## src/rtl/key_gen_if.sv

```systemverilog
// Request/result bundle between the key generator and its host.
// The host drives start/p/q/e; the generator returns status and the key pair.
interface key_gen_if;
    logic       start;
    logic [3:0] p;
    logic [3:0] q;
    logic [8:0] e;
    logic       busy;
    logic       done;
    logic       key_valid;
    logic       key_error;
    logic [7:0] n;
    logic [7:0] d;

    modport slave (
        input  start, p, q, e,
        output busy, done, key_valid, key_error, n, d
    );

    modport master (
        output start, p, q, e,
        input  busy, done, key_valid, key_error, n, d
    );
endinterface

```

## src/rtl/key_gen.sv

```systemverilog
// Toy RSA key generator: n = p*q, d = e^-1 mod (p-1)(q-1) found by linear search.
// Reduces e modulo phi by repeated subtraction, then steps acc = k*e mod phi until it hits 1.
module key_gen (
    input  logic     clk,
    input  logic     rst,
    key_gen_if.slave bus
);
    typedef enum logic [2:0] {
        IDLE   = 3'd0,
        CALC   = 3'd1,
        REDUCE = 3'd2,
        SEARCH = 3'd3,
        DONE   = 3'd4
    } state_t;

    state_t     state_q, state_d;
    logic [3:0] p_q, p_d, q_q, q_d;
    logic [8:0] e_q, e_d;
    logic [7:0] n_int_q, n_int_d;
    logic [7:0] phi_q, phi_d;
    logic [8:0] e_red_q, e_red_d;
    logic [7:0] d_cnt_q, d_cnt_d;
    logic [8:0] acc_q, acc_d;
    logic [7:0] n_q, n_d, d_q, d_d;
    logic       kv_q, kv_d, ke_q, ke_d;
    logic [9:0] sum;

    always_ff @(posedge clk or negedge rst) begin
        if (!rst) begin
            state_q <= IDLE;
            p_q     <= '0;
            q_q     <= '0;
            e_q     <= '0;
            n_int_q <= '0;
            phi_q   <= '0;
            e_red_q <= '0;
            d_cnt_q <= '0;
            acc_q   <= '0;
            n_q     <= '0;
            d_q     <= '0;
            kv_q    <= 1'b0;
            ke_q    <= 1'b0;
        end else begin
            state_q <= state_d;
            p_q     <= p_d;
            q_q     <= q_d;
            e_q     <= e_d;
            n_int_q <= n_int_d;
            phi_q   <= phi_d;
            e_red_q <= e_red_d;
            d_cnt_q <= d_cnt_d;
            acc_q   <= acc_d;
            n_q     <= n_d;
            d_q     <= d_d;
            kv_q    <= kv_d;
            ke_q    <= ke_d;
        end
    end

    always_comb begin
        state_d = state_q;
        p_d     = p_q;
        q_d     = q_q;
        e_d     = e_q;
        n_int_d = n_int_q;
        phi_d   = phi_q;
        e_red_d = e_red_q;
        d_cnt_d = d_cnt_q;
        acc_d   = acc_q;
        n_d     = n_q;
        d_d     = d_q;
        kv_d    = kv_q;
        ke_d    = ke_q;
        // acc and e_red are both below phi (<=196), so the sum stays under 392
        sum     = {1'b0, acc_q} + {1'b0, e_red_q};

        case (state_q)
            IDLE: begin
                if (bus.start) begin
                    p_d     = bus.p;
                    q_d     = bus.q;
                    e_d     = bus.e;
                    kv_d    = 1'b0;
                    ke_d    = 1'b0;
                    state_d = CALC;
                end
            end
            CALC: begin
                n_int_d = {4'd0, p_q} * {4'd0, q_q};
                phi_d   = ({4'd0, p_q} - 8'd1) * ({4'd0, q_q} - 8'd1);
                if (p_q < 4'd2 || q_q < 4'd2 || e_q == 9'd0) begin
                    n_d     = '0;
                    d_d     = '0;
                    kv_d    = 1'b0;
                    ke_d    = 1'b1;
                    state_d = DONE;
                end else begin
                    e_red_d = e_q;
                    state_d = REDUCE;
                end
            end
            REDUCE: begin
                if (e_red_q >= {1'b0, phi_q}) begin
                    e_red_d = e_red_q - {1'b0, phi_q};
                end else begin
                    d_cnt_d = 8'd1;
                    acc_d   = e_red_q;
                    state_d = SEARCH;
                end
            end
            SEARCH: begin
                if (acc_q == 9'd1) begin
                    n_d     = n_int_q;
                    d_d     = d_cnt_q;
                    kv_d    = 1'b1;
                    ke_d    = 1'b0;
                    state_d = DONE;
                end else if (d_cnt_q == phi_q - 8'd1) begin
                    // exhausted every candidate: e and phi share a factor
                    n_d     = '0;
                    d_d     = '0;
                    kv_d    = 1'b0;
                    ke_d    = 1'b1;
                    state_d = DONE;
                end else begin
                    d_cnt_d = d_cnt_q + 8'd1;
                    acc_d   = (sum >= {2'b00, phi_q}) ? 9'(sum - {2'b00, phi_q}) : sum[8:0];
                end
            end
            DONE:    state_d = IDLE;
            default: state_d = IDLE;
        endcase
    end

    assign bus.busy      = (state_q == CALC) || (state_q == REDUCE) || (state_q == SEARCH);
    assign bus.done      = (state_q == DONE);
    assign bus.key_valid = kv_q;
    assign bus.key_error = ke_q;
    assign bus.n         = n_q;
    assign bus.d         = d_q;
endmodule

```

## src/flat_wrapper.sv

```systemverilog
// flat-port wrapper written by rule: the top's interface ports become plain ports
module key_gen_flat 
  (clk, rst, bus_start, bus_p, bus_q, bus_e, bus_busy, bus_done, bus_key_valid, bus_key_error, bus_n, bus_d);
  key_gen_if bus_i ();
  input  logic clk;
  input  logic rst;
  input wire logic [$bits(bus_i.start)-1:0] bus_start;
  input wire logic [$bits(bus_i.p)-1:0] bus_p;
  input wire logic [$bits(bus_i.q)-1:0] bus_q;
  input wire logic [$bits(bus_i.e)-1:0] bus_e;
  output wire logic [$bits(bus_i.busy)-1:0] bus_busy;
  output wire logic [$bits(bus_i.done)-1:0] bus_done;
  output wire logic [$bits(bus_i.key_valid)-1:0] bus_key_valid;
  output wire logic [$bits(bus_i.key_error)-1:0] bus_key_error;
  output wire logic [$bits(bus_i.n)-1:0] bus_n;
  output wire logic [$bits(bus_i.d)-1:0] bus_d;
  assign bus_i.start = bus_start;
  assign bus_i.p = bus_p;
  assign bus_i.q = bus_q;
  assign bus_i.e = bus_e;
  assign bus_busy = bus_i.busy;
  assign bus_done = bus_i.done;
  assign bus_key_valid = bus_i.key_valid;
  assign bus_key_error = bus_i.key_error;
  assign bus_n = bus_i.n;
  assign bus_d = bus_i.d;
  key_gen u_core (.clk(clk), .rst(rst), .bus(bus_i));
endmodule
```

## config.mk

```make
export PLATFORM = sky130hd
export DESIGN_NAME = key_gen_flat
export DESIGN_NICKNAME = d
export VERILOG_FILES = /design/src/rtl/key_gen_if.sv /design/src/rtl/key_gen.sv /design/src/flat_wrapper.sv
export SDC_FILE = /design/constraint.sdc
export NUM_CORES = 1
export LEC_CHECK = 0
export CORE_MARGIN = 8
export CORE_UTILIZATION = 50
export DETAILED_ROUTE_END_ITERATION = 8
export PLACE_DENSITY = 0.73
export SYNTH_ARGS = -nofsm -noshare
export SYNTH_HDL_FRONTEND = slang
export SYNTH_SLANG_ARGS = --single-unit
```

## constraint.sdc

```tcl
create_clock -name clk -period 6.11 [get_ports clk]
set_clock_uncertainty 0.1 [all_clocks]
set_input_delay 1.222 -clock clk [delete_from_list [all_inputs] [get_ports clk]]
set_output_delay 1.222 -clock clk [all_outputs]
set_load 0.01 [all_outputs]
```

==> results of run 1 <==
## synthesized netlist by cell type (4+ instances only)
| master | count | area, sq um |
|---|---|---|
| nand2b_1 | 8 | 50.1 |
| and2_1 | 12 | 75.1 |
| a21o_1 | 10 | 75.1 |
| nor2_1 | 46 | 173 |
| mux2i_1 | 7 | 70.1 |
| and3_1 | 4 | 25.0 |
| mux2_2 | 21 | 236 |
| a22o_1 | 17 | 149 |
| a31oi_1 | 6 | 37.5 |
| clkbuf_1 | 15 | 56.3 |
| nand2_1 | 53 | 199 |
| xnor2_1 | 36 | 315 |
| dfrtp_1 | 80 | 2000 |
| or3_1 | 4 | 25.0 |
| inv_1 | 62 | 233 |
| nor3b_1 | 5 | 37.5 |
| ha_1 | 57 | 713 |
| fa_1 | 19 | 380 |
| o211ai_1 | 4 | 30.0 |
| nand4_1 | 8 | 50.1 |
| xor2_1 | 12 | 105 |
| o221ai_1 | 8 | 70.1 |
| o21bai_1 | 4 | 30.0 |
| o21ai_0 | 35 | 175 |
| nor3_1 | 7 | 35.0 |
| nand3_1 | 7 | 35.0 |
| o21a_1 | 6 | 45.0 |
| nor2b_1 | 11 | 68.8 |
| or2_2 | 5 | 31.3 |
| a21oi_1 | 24 | 120 |
## registers in the layout, indices dropped and copies added, names as in the netlist, 4 cells and up
| name | flops |
|---|---|
| u_core.acc_q | 9 |
| u_core.e_q | 9 |
| u_core.e_red_q | 9 |
| u_core.bus.d | 8 |
| u_core.bus.n | 8 |
| u_core.d_cnt_q | 8 |
| u_core.n_int_q | 8 |
| u_core.phi_q | 8 |
| u_core.p_q | 4 |
| u_core.q_q | 4 |
## metal layers
metal  share of wire [%]  vias to the layer above  wire (um)  GRT usage (%)
met5                   0                        -          0              0
met4                 2.5                        0        352           7.35
met3                 5.7                       30        794           4.36
met2                  45                      138       6270           28.3
met1                  46                     2311       6420           23.8
li1                    -                     2317          -              -
## metrics by stage
step,util (%),setup slack [ns],hold slack (ns),cells,instance area (sq um)
final,57.8,1.37,0.384,828,6940
after CTS,57.8,1.38,0.385,828,6940
after floorplan,-,1.64,0.349,648,6150
after detailed placement,55.1,1.42,0.373,812,6620
after global routing,57.8,1.10,0.420,828,6940
after global placement,55.1,1.59,0.367,812,6620
## cell type report
| type | instances | share of cell area [%] |
|---|---|---|
| Clock buffer | 14 | 4.09 |
| Timing Repair Buffer | 40 | 5.70 |
| Clock inverter | 2 | 0.505 |
| Sequential cell | 80 | 28.8 |
| Inverter | 62 | 3.35 |
| Multi-Input combinational cell | 483 | 54.9 |
| Tap cell | 147 | 2.65 |
## final timing paths
| path | start | endpoint | slack [ns] | cells after the start |
|---|---|---|---|---|
| min reg2reg | u_core.n_int_q[7] | u_core.n_int_q[7] | 0.38 | 2 |
| max | u_core.p_q[0] | u_core.phi_q[7] | 1.37 | 16 |
| min | u_core.n_int_q[7] | u_core.n_int_q[7] | 0.38 | 2 |
| min in group asynchronous | rst | u_core.e_red_q[0] | 0.95 | 1 |
| max in group asynchronous | rst | u_core.bus.n[3] | 4.30 | 1 |
| max reg2reg | u_core.p_q[0] | u_core.phi_q[7] | 1.37 | 16 |
## cell families (layout without fill, tap and decap cells)
logic type / count (synthesis) / in the layout / share of synthesized area, %
compound gates: 142 / 142 / 16.0
xor+xnor: 48 / 48 / 6.83
fa+ha+maj: 76 / 76 / 17.8
simple gates: 189 / 189 / 16.1
flops: 80 / 80 / 32.5
buf+inv: 85 / 118 / 5.73
mux: 28 / 28 / 4.98
## critical path, cell delays in order, from the launching register on
cell and delay [ns]:
dfrtp_1 0.52, inv_1 0.16, ha_1 0.39, or2_2 0.35
fa_1 0.44, inv_1 0.08, fa_1 0.40, inv_1 0.08
fa_1 0.44, fa_1 0.55, inv_1 0.04, ha_1 0.31
a21oi_1 0.18, xnor2_1 0.15, xnor2_1 0.15, xnor2_1 0.14
o21ai_0 0.09
==> results.md, run 1 <==
* Critical Path AT at 4.82 ns
* Post-synth EDFFs at 0
* Final wirelength at 13.8 mm
* CTS Buf Count at 9
* Hold Vio Cnt, Final at 0
* Crit path kind: flop to flop
* Number of H-tree levels at 3
* Most common flop cell mapped by yosys: dfrtp_1
* Largest net degree at the start of global routing at 81
* Ys Warns at 0
* Resized cells post-CTS at 0
* Number of remaining DRC errors at 0
* Setup crit start kind: flop
* Status: completed
* Die area at 16,100 sq um
* Syn Inst Count at 648
* RSZ-0062 raised after global routing: no
* Setup crit end kind: flop
* Min-delay worst type: flop to flop
* Area occupied by multi-input gates at 3810 sq um
* Setup violators final at 0
* Fin Setup TNS at 0 ns
* Ant. Diodes at 0
* Post-CTS Setup Bufs at 0
* Final Critical Period at 4.74 ns
* P&R area growth vs syn at 12.8%
* Clock tree buffer depth at 2
* Global-route usage over all layers at 18.2%
* Die width at 127 um
* Clk sink count at 80
* Number of global-route vias before repair at 4,881
* WL/cell at 16.7 um
* Synthesized area at 6150 sq um
* Synthesized Nets at 744
* Clock transition at path regs at 0.06 ns
* Clk_lat worst skew at 0.35 ns
* Most frequent cells in the layout: dfrtp_1, inv_1, ha_1, nand2_1, nor2_1
* Vias per std cell at 5.79
* Crit-path max FO at 9
* Critical path required time at 6.20 ns
* TritonRoute pass-1 iters at 4
* Register area share after synthesis at 32.5%
* Most common cell after layout, fill and taps aside: dfrtp_1
* Max Cap Viol at 0
* Core ar. at 12,000 sq um
* Initial Utilization at 51.2%
* Period utilization at 77.5%
* Post-Syn Area per Cell at 9.50 sq um
* Relative slew slack at 31.9%
* Async set-reset flop share out of synthesis at 100%
* Final Max Slew Viols at 0
* Worst Tran Pin Value at 1.02 ns
* Fill count at 1,029
* Register area at 2000 sq um
* Initial antenna violation count at 0
* Via count of the routed design at 4,796
* HPWL Detailed at 10.4 mm
* Global-route wire length before repair at 23.7 mm
* IO Count at 40
* Global route overflow at 0
* #FFs+latches synth at 80
* Distinct cell type count after synthesis at 67
* Routability Congestion at 0.925
* Root Driver: clkbuf_16
* Ratio of cells with drive above 1 in the final layout at 8.96%
* Port bufs at 39
* Final ANT Viol Nets at 0
* Final #Nets at 772
* First DRT Iteration DRCs at 334
* Hold buffers post-CTS at 0
* Cell Rows at 40
* Die Ht at 127 um
* TritonCTS clock tree: built
* Fmax at 211 MHz
Power of run 1 is left out: the tool's default activity adds up to more than one toggle a clock period on the data nets, which glitch-free logic cannot reach.
==> inputs of run 2 (changes only) <==
==> constraint.sdc (replaced) <==
create_clock -name clk -period 4.44 [get_ports clk]
set_clock_uncertainty 0.1 [all_clocks]
set_input_delay 0.888 -clock clk [delete_from_list [all_inputs] [get_ports clk]]
set_output_delay 0.888 -clock clk [all_outputs]
set_load 0.01 [all_outputs]
==> run 2 against run 1 <==
Compared with the run above:
- setup slack worse by 1.1 ns
- cell area is 3.8% higher
- largest cell class unchanged
- hold slack improved by 0.0077 ns
- sequential share of layout area down 1.1 points
- via count grew 1.7%
- utilization grew 2.2 points
- flip-flop and latch count stayed put
- global-route usage grew 0.59 points
- non-clock buffer count rose by 24
- final cell count grew 2.8%
- count of clock-buffer cells in the layout decreased by 3
==> results.md, run 2 (same netlist as run 1, synthesis figures left out) <==
* Final Critical Period at 4.20 ns (was 4.74 ns)
* Vias per std cell at 5.73 (was 5.79)
* Setup violators final at 0 (unchanged)
* First DRT Iteration DRCs at 288 (was 334)
* Worst Tran Pin Value at 1.02 ns (about the same)
* Status: completed (unchanged)
* Number of global-route vias before repair at 5,075 (was 4,881)
* Clk_lat worst skew at 0.35 ns (about the same)
* Period utilization at 94.7% (was 77.5%)
* Min-delay worst type: flop to flop (unchanged)
* Final Max Slew Viols at 0 (unchanged)
* Cell Rows at 40 (unchanged)
* TritonRoute pass-1 iters at 5 (was 4)
* Fmax at 238 MHz (was 211 MHz)
* Global route overflow at 0 (unchanged)
* Root Driver: clkbuf_16 (unchanged)
* Port bufs at 39 (unchanged)
* Hold path cells at 2 (unchanged)
* Relative slew slack at 32.3% (was 31.9%)
* Final ANT Viol Nets at 0 (unchanged)
* Ant. Diodes at 0 (unchanged)
* Area after DPL at 6740 sq um (was 6620 sq um)
* Largest registers: u_core.acc_q: 9 flops, u_core.e_q: 9 flops, u_core.e_red_q: 9 flops (unchanged)
* Setup crit end kind: flop (unchanged)
* P&R area growth vs syn at 17.1% (was 12.8%)
* Number of H-tree levels at 3 (unchanged)
* CTS Buf Count at 9 (unchanged)
* Largest net degree at the start of global routing at 81 (unchanged)
* Die area at 16,100 sq um (unchanged)
* Max Cap Viol at 0 (unchanged)
* Die width at 127 um (unchanged)
* Clock transition at path regs at 0.06 ns (about the same)
* IO Count at 40 (unchanged)
* Most frequent cells in the layout: dfrtp_1, inv_1, ha_1, nand2_1, nor2_1 (unchanged)
* TritonCTS clock tree: built (unchanged)
* Final wirelength at 14.5 mm (was 13.8 mm)
* Number of remaining DRC errors at 0 (unchanged)
* Die Ht at 127 um (unchanged)
* Final #Nets at 796 (was 772)
* Initial antenna violation count at 0 (unchanged)
* Worst reg2reg path depth at 17 (was 16)
* Most common cell after layout, fill and taps aside: dfrtp_1 (unchanged)
* Via count of the routed design at 4,878 (was 4,796)
* Setup crit start kind: flop (unchanged)
* Critical path required time at 4.53 ns (was 6.20 ns)
* Crit-path max FO at 4 (was 9)
* Finished Cell Area at 7210 sq um (was 6940 sq um)
* Fin Setup TNS at 0 ns (unchanged)
* Crit path kind: flop to flop (unchanged)
* Clock tree buffer depth at 2 (unchanged)
* Global-route wire length before repair at 24.4 mm (was 23.7 mm)
* Critical Path AT at 4.29 ns (was 4.82 ns)
* Hold Vio Cnt, Final at 0 (unchanged)
* Initial Utilization at 51.2% (unchanged)
* WL/cell at 17.0 um (was 16.7 um)
* Routability Congestion at 0.935 (was 0.925)
* Ratio of cells with drive above 1 in the final layout at 14.8% (was 8.96%)
* HPWL Detailed at 11.0 mm (was 10.4 mm)
* Clk sink count at 80 (unchanged)
* Global-route usage over all layers at 18.8% (was 18.2%)
* Core ar. at 12,000 sq um (unchanged)
[run 2: changes by cell type in the layout (fill, tap and decap cells not counted), sizes merged]
cell | previous run | this run
clkinv | 1 | 3
buf | 2 | 26
clkbuf | 14 | 11
[run 2: cell type report]
| cell class | instances | area, sq um |
|---|---|---|
| clock buffer | 11 | 243 |
| fill | 998 | 4810 |
| inverter | 62 | 233 |
| clock inverter | 4 | 45.0 |
| timing repair buffer | 64 | 576 |
| multi-input combinational | 483 | 3920 |
| tap | 147 | 184 |
| sequential | 80 | 2000 |
[run 2: worst max-delay path: stages (launching register included)]
cell     delay [ns]
dfrtp_1        0.43
inv_2          0.08
ha_4           0.17
xnor2_2        0.14
or2_4          0.24
fa_1           0.54
inv_1          0.05
ha_1           0.27
inv_1          0.05
fa_1           0.50
fa_1           0.51
inv_1          0.06
ha_4           0.25
a21oi_2        0.14
xnor2_1        0.14
xnor2_1        0.16
xnor2_1        0.14
o21ai_1        0.07
[run 2: final timing paths]
path,from,endpoint,slack [ns]
hold reg to reg,u_core.n_int_q[0],u_core.n_int_q[0],0.39
min in group asynchronous,rst,u_core.e_q[0],0.62
setup reg to reg,u_core.p_q[1],u_core.phi_q[7],0.24
setup / recovery,u_core.p_q[1],u_core.phi_q[7],0.24
hold / removal,u_core.n_int_q[0],u_core.n_int_q[0],0.39
max in group asynchronous,rst,u_core.bus.n[6],2.96
[run 2: timing repair]
action / CTS / global route
setup buffers: 2 / 6
pin swaps: 0 / 12
cloned: 0 / 0
endpoints found under the hold margin: 0 / 0
setup endpoints to repair: 1 / 1
gates resized for setup: 0 / 27
hold buffers: 0 / 0
[run 2: per-layer routing]
metal | global-route usage [%] | wire (um) | vias up
met4 | 6.23 | 267 | 0
met1 | 24.3 | 6670 | 2380
met5 | 0 | 0 | -
met2 | 31.1 | 6930 | 112
li1 | - | - | 2365
met3 | 3.14 | 620 | 21
[run 2: through the flow]
stage,utilization [%],hold WS (ns),setup WS [ns],std cells
3_5_place_dp,56.1,0.385,-0.0145,828
6_report,60.0,0.391,0.236,851
4_1_cts,58.6,0.397,0.000701,845
5_1_grt,60.0,0.415,-0.0312,851
3_3_place_gp,56.1,0.372,0.128,828
2_1_floorplan,-,0.349,0.0526,648
Power of run 2 is left out for the same reason.
